**src/rtl/csa_share_arbiter.sv**
```systemverilog
// Two-requester round-robin front end for one shared external carry-skip adder, one operation in flight.
// Optional per-requester saturating grant counters are enabled by defining CSA_ARB_STATS_EN.
module csa_share_arbiter #(
  parameter int WIDTH = 8
) (
  input  logic             clk,
  input  logic             rst,
  input  logic             req0_valid,
  output logic             req0_ready,
  input  logic [WIDTH-1:0] req0_a,
  input  logic [WIDTH-1:0] req0_b,
  input  logic             req0_cin,
  input  logic             req1_valid,
  output logic             req1_ready,
  input  logic [WIDTH-1:0] req1_a,
  input  logic [WIDTH-1:0] req1_b,
  input  logic             req1_cin,
  output logic [WIDTH-1:0] add_a,
  output logic [WIDTH-1:0] add_b,
  output logic             add_cin,
  input  logic [WIDTH-1:0] add_sum,
  input  logic             add_cout,
  output logic             rsp_valid,
  input  logic             rsp_ready,
  output logic             rsp_id,
  output logic [WIDTH-1:0] rsp_sum,
  output logic             rsp_cout,
  output logic [7:0]       grant_cnt0,
  output logic [7:0]       grant_cnt1
);

  typedef enum logic [1:0] {S_IDLE, S_ADD, S_RESP} state_t;

  state_t           r_state;
  state_t           w_next_state;
  logic             r_rr_last;
  logic [WIDTH-1:0] r_a;
  logic [WIDTH-1:0] r_b;
  logic             r_cin;
  logic             r_id;
  logic [WIDTH-1:0] r_sum;
  logic             r_cout;
  logic             w_acc0;
  logic             w_acc1;

  // Tie goes to the requester that was not granted last; readys are forced low while in reset.
  always_comb begin
    w_next_state = r_state;
    req0_ready   = 1'b0;
    req1_ready   = 1'b0;
    case (r_state)
      S_IDLE: begin
        if (!rst) begin
          if (req0_valid && (!req1_valid || r_rr_last)) req0_ready = 1'b1;
          else if (req1_valid)                         req1_ready = 1'b1;
        end
        if (req0_ready || req1_ready) w_next_state = S_ADD;
      end
      S_ADD:   w_next_state = S_RESP;
      S_RESP:  if (rsp_ready) w_next_state = S_IDLE;
      default: w_next_state = S_IDLE;
    endcase
  end

  assign w_acc0 = req0_valid & req0_ready;
  assign w_acc1 = req1_valid & req1_ready;

  always_ff @(posedge clk) begin
    if (rst) begin
      r_state   <= S_IDLE;
      r_rr_last <= 1'b1;
      r_a       <= '0;
      r_b       <= '0;
      r_cin     <= 1'b0;
      r_id      <= 1'b0;
      r_sum     <= '0;
      r_cout    <= 1'b0;
    end else begin
      r_state <= w_next_state;
      if (w_acc0) begin
        r_a       <= req0_a;
        r_b       <= req0_b;
        r_cin     <= req0_cin;
        r_id      <= 1'b0;
        r_rr_last <= 1'b0;
      end else if (w_acc1) begin
        r_a       <= req1_a;
        r_b       <= req1_b;
        r_cin     <= req1_cin;
        r_id      <= 1'b1;
        r_rr_last <= 1'b1;
      end
      if (r_state == S_ADD) begin
        r_sum  <= add_sum;
        r_cout <= add_cout;
      end
    end
  end

  // The adder sees only the operand registers, so its inputs cannot glitch with requester traffic.
  assign add_a     = r_a;
  assign add_b     = r_b;
  assign add_cin   = r_cin;
  assign rsp_valid = (r_state == S_RESP);
  assign rsp_id    = r_id;
  assign rsp_sum   = r_sum;
  assign rsp_cout  = r_cout;

`ifdef CSA_ARB_STATS_EN
  logic [7:0] r_cnt0;
  logic [7:0] r_cnt1;

  always_ff @(posedge clk) begin
    if (rst) begin
      r_cnt0 <= 8'd0;
      r_cnt1 <= 8'd0;
    end else begin
      if (w_acc0 && (r_cnt0 != 8'hFF)) r_cnt0 <= r_cnt0 + 8'd1;
      if (w_acc1 && (r_cnt1 != 8'hFF)) r_cnt1 <= r_cnt1 + 8'd1;
    end
  end

  assign grant_cnt0 = r_cnt0;
  assign grant_cnt1 = r_cnt1;
`else
  assign grant_cnt0 = 8'd0;
  assign grant_cnt1 = 8'd0;
`endif

endmodule

```
**config.mk**
```make
export PLATFORM = sky130hd
export DESIGN_NAME = csa_share_arbiter
export DESIGN_NICKNAME = d
export VERILOG_FILES = /design/src/rtl/csa_share_arbiter.sv
export SDC_FILE = /design/constraint.sdc
export NUM_CORES = 1
export LEC_CHECK = 0
export BUFFER_PORTS_ARGS = -buffer_cell sky130_fd_sc_hd__buf_2
export CORE_MARGIN = 3
export CORE_UTILIZATION = 39
export CTS_CLUSTER_SIZE = 28
export DETAILED_ROUTE_END_ITERATION = 10
export PLACE_DENSITY = 0.82
export SLEW_MARGIN = 10
export SYNTH_ARGS = -nofsm -noshare
export SYNTH_HDL_FRONTEND = slang
export SYNTH_SLANG_ARGS = --single-unit
```
**constraint.sdc**
```tcl
create_clock -name clk -period 2 [get_ports clk]
set_input_delay 0.6 -clock clk [delete_from_list [all_inputs] [get_ports clk]]
set_output_delay 0.6 -clock clk [all_outputs]
set_load 0.01 [all_outputs]
```
==> run metrics <==
most frequent cells in the layout 77 x buf_2, 30 x dfxtp_1, 29 x a21oi_1; Post-synth EDFFs 0; DR vias 1,650; die area 4950 µm²; Internal 1050 µW; Crit path arrival time 1.37 ns; max incr delay on CP 0.37 ns; Tmin final 1.97 ns; Netlist cell types 27; clock group share of total power 0.290; chip width 70.4 µm; Least-Margin Pin Slew ~0.57 ns; CTS max path bufs 2; drt drc 0; clk slew on worst S/H paths about 0.06 ns; largest net degree at the start of global routing 36; Setup Skew just over 0.005 ns; n_diodes 0; Skew-Pair Late Insertion Delay 0.28 ns; Period Utilization, post-route 0.987; Nets 307; FMAX ~510 MHz; Final ANT Viol Nets 0; total core area 3830 µm²; Setup-failing EPs final 0; Reg power frac 0.449; Std-Cell Rows 22; Die H 70.4 µm; layout cells sized above 1 0.417; clk sinks 30; num ports 94; most common cell after layout, fill and taps aside buf_2; GP Congestion ~0.75; CP cell instances buf_2 > or3_1 > nor3_4 > buf_2; final wirelength 4340 µm; # fillers 376; Power per Cell Area 737 nW/µm²; number of global-route vias before repair 1,459; first-pass GRT wire length 6870 µm; status completed; Crit path max-delay family simple AND/OR/NAND/NOR gates; DR pass1 iterations 4; r2r worst-path depth 5; CTS tree built; cell count along the critical path 4; async set-or-reset flop fraction in the synthesized netlist 0; Post-CTS Resized 0; overall routing resource usage 0.171; initial antenna violation count 0; Syn Area/Cell 8.78 µm²; maximum VDD drop 0.443 mV; number of CTS-inserted buffers 5; RSZ-0062 raised after global routing no; Hold Buf Count CTS 0; hold path startpoint rsp_cout; slowest stage cell, crit path or3_1; Ys Warns 0; final-report max-slew violation count 0; R2R Setup Slk 0.41 ns; postcts setup bufs 0; Psw around 460 µW; FF+latch count, synth 30; last element of the critical path req0_ready; combinational share of power 0.261; crit end category output port; hold crit path type reg -> reg; sequential share of the synthesized area 0.372; reg2reg end add_b[3]; Crit path buffers/inverters 2; Post-synth top flop dfxtp_1; GRT overflow 0; CTS root buf clkbuf_8; Synth Cell Area roughly 1600 µm²; I/O Buffers 77; worst setup path startpoint rst; total count of hold-check failures in the final report 0; drt wl/cell 14.1 µm; worst relative slew slack 0.617; Vias/cell between 5 and 6; maxcap violations 0; Min Hold Slack 0.451 ns; hpwl dp 3110 µm; critical path's most frequent cell buf_2; Lkg Pwr 0.000906 µW; Starting Density 0.422; Starting DRT DRC Count 112; CTS H-tree lvls 2; CP Launch Type primary input; setup TNS 0 ns; Data required, critical path 1.40 ns; maximum fanout along the worst path 2; gate count after technology mapping roughly 180; critical setup path kind in -> out; Switching Share 0.303; Layout area overhead 26.9%; reg2reg start r_state[1]
stage by stage:
step           worst slack [ns]  cells  total power, µW   util  area, µm²
2_1_floorplan          0.000357    199              970      -       1680
3_3_place_gp             0.0191    300             1080  0.516       1970
3_5_place_dp             0.0257    300             1090  0.516       1970
4_1_cts                  0.0203    307             1530  0.536       2050
5_1_grt                 0.00988    307             1600  0.536       2050
6_report                 0.0265    307             1510  0.536       2050
area by class of cell:
cell class	count	area (µm²)	area share
Multi-Input combinational cell	131	826	0.403
Inverter	1	3.75	0.00183
Sequential cell	30	601	0.293
Clock buffer	7	76.3	0.0372
Timing Repair Buffer	90	483	0.236
Tap cell	48	60.1	0.0293
layer usage:
layer  up-vias  GRT usage  share of wire
met5         -          0              0
met4         0     0.0447          0.014
met3         4     0.0561           0.12
met2       112      0.296           0.48
met1       725      0.200           0.39
li1        809          -              -
power by group through the flow:
stage | Sequential (µW) | Clock [µW] | Combinational [µW]
finish | 679 | 438 | 394
global route | 686 | 483 | 432
CTS | 679 | 458 | 395
detailed placement | 691 | 0 | 395
global placement | 690 | 0 | 389
floorplan | 717 | 0 | 253
flip-flops by register name, indices dropped and copies added, names as in the netlist:
name and flops:
add_a 8, add_b 8, rsp_sum 8, r_state 2, add_cin 1, r_rr_last 1
rsp_cout 1, rsp_id 1
cell usage after synthesis, types with 4 or more instances:
| cell | n | area (µm²) |
|---|---|---|
| dfxtp_1 | 30 | 601 |
| a21oi_1 | 29 | 145 |
| nand2_1 | 19 | 71.3 |
| a311oi_1 | 17 | 149 |
| nand4_1 | 17 | 106 |
| buf_4 | 16 | 120 |
| o31ai_2 | 9 | 113 |
| o31ai_1 | 8 | 60.1 |
| buf_2 | 7 | 35.0 |
| clkbuf_1 | 6 | 22.5 |
| buf_6 | 4 | 45.0 |
how the worst min path moves through the flow:
stage,end,slack (ns),cells after the start
2_1_floorplan,rsp_cout,0.48,2
3_3_place_gp,rsp_sum[6],0.44,2
3_5_place_dp,rsp_sum[4],0.45,2
4_1_cts,rsp_sum[4],0.45,2
5_1_grt,rsp_cout,0.48,2
6_report,rsp_cout,0.45,2
cell families after synthesis:
group                  Yosys count  share of synthesized area
AO/OA/AOI/OAI                   64                      0.294
flip-flops                      30                      0.372
buffers and inverters           38                      0.157
other                            1                    0.00232
AND/OR/NAND/NOR                 51                      0.175
worst reg2reg max path, cell delays in order, from the launching register on:
cell      delay [ns]
dfxtp_1         0.31
buf_4           0.15
nor3_4          0.19
buf_4           0.35
and2_4          0.35
a311oi_1        0.12
(Power assumes the default switching activity.)
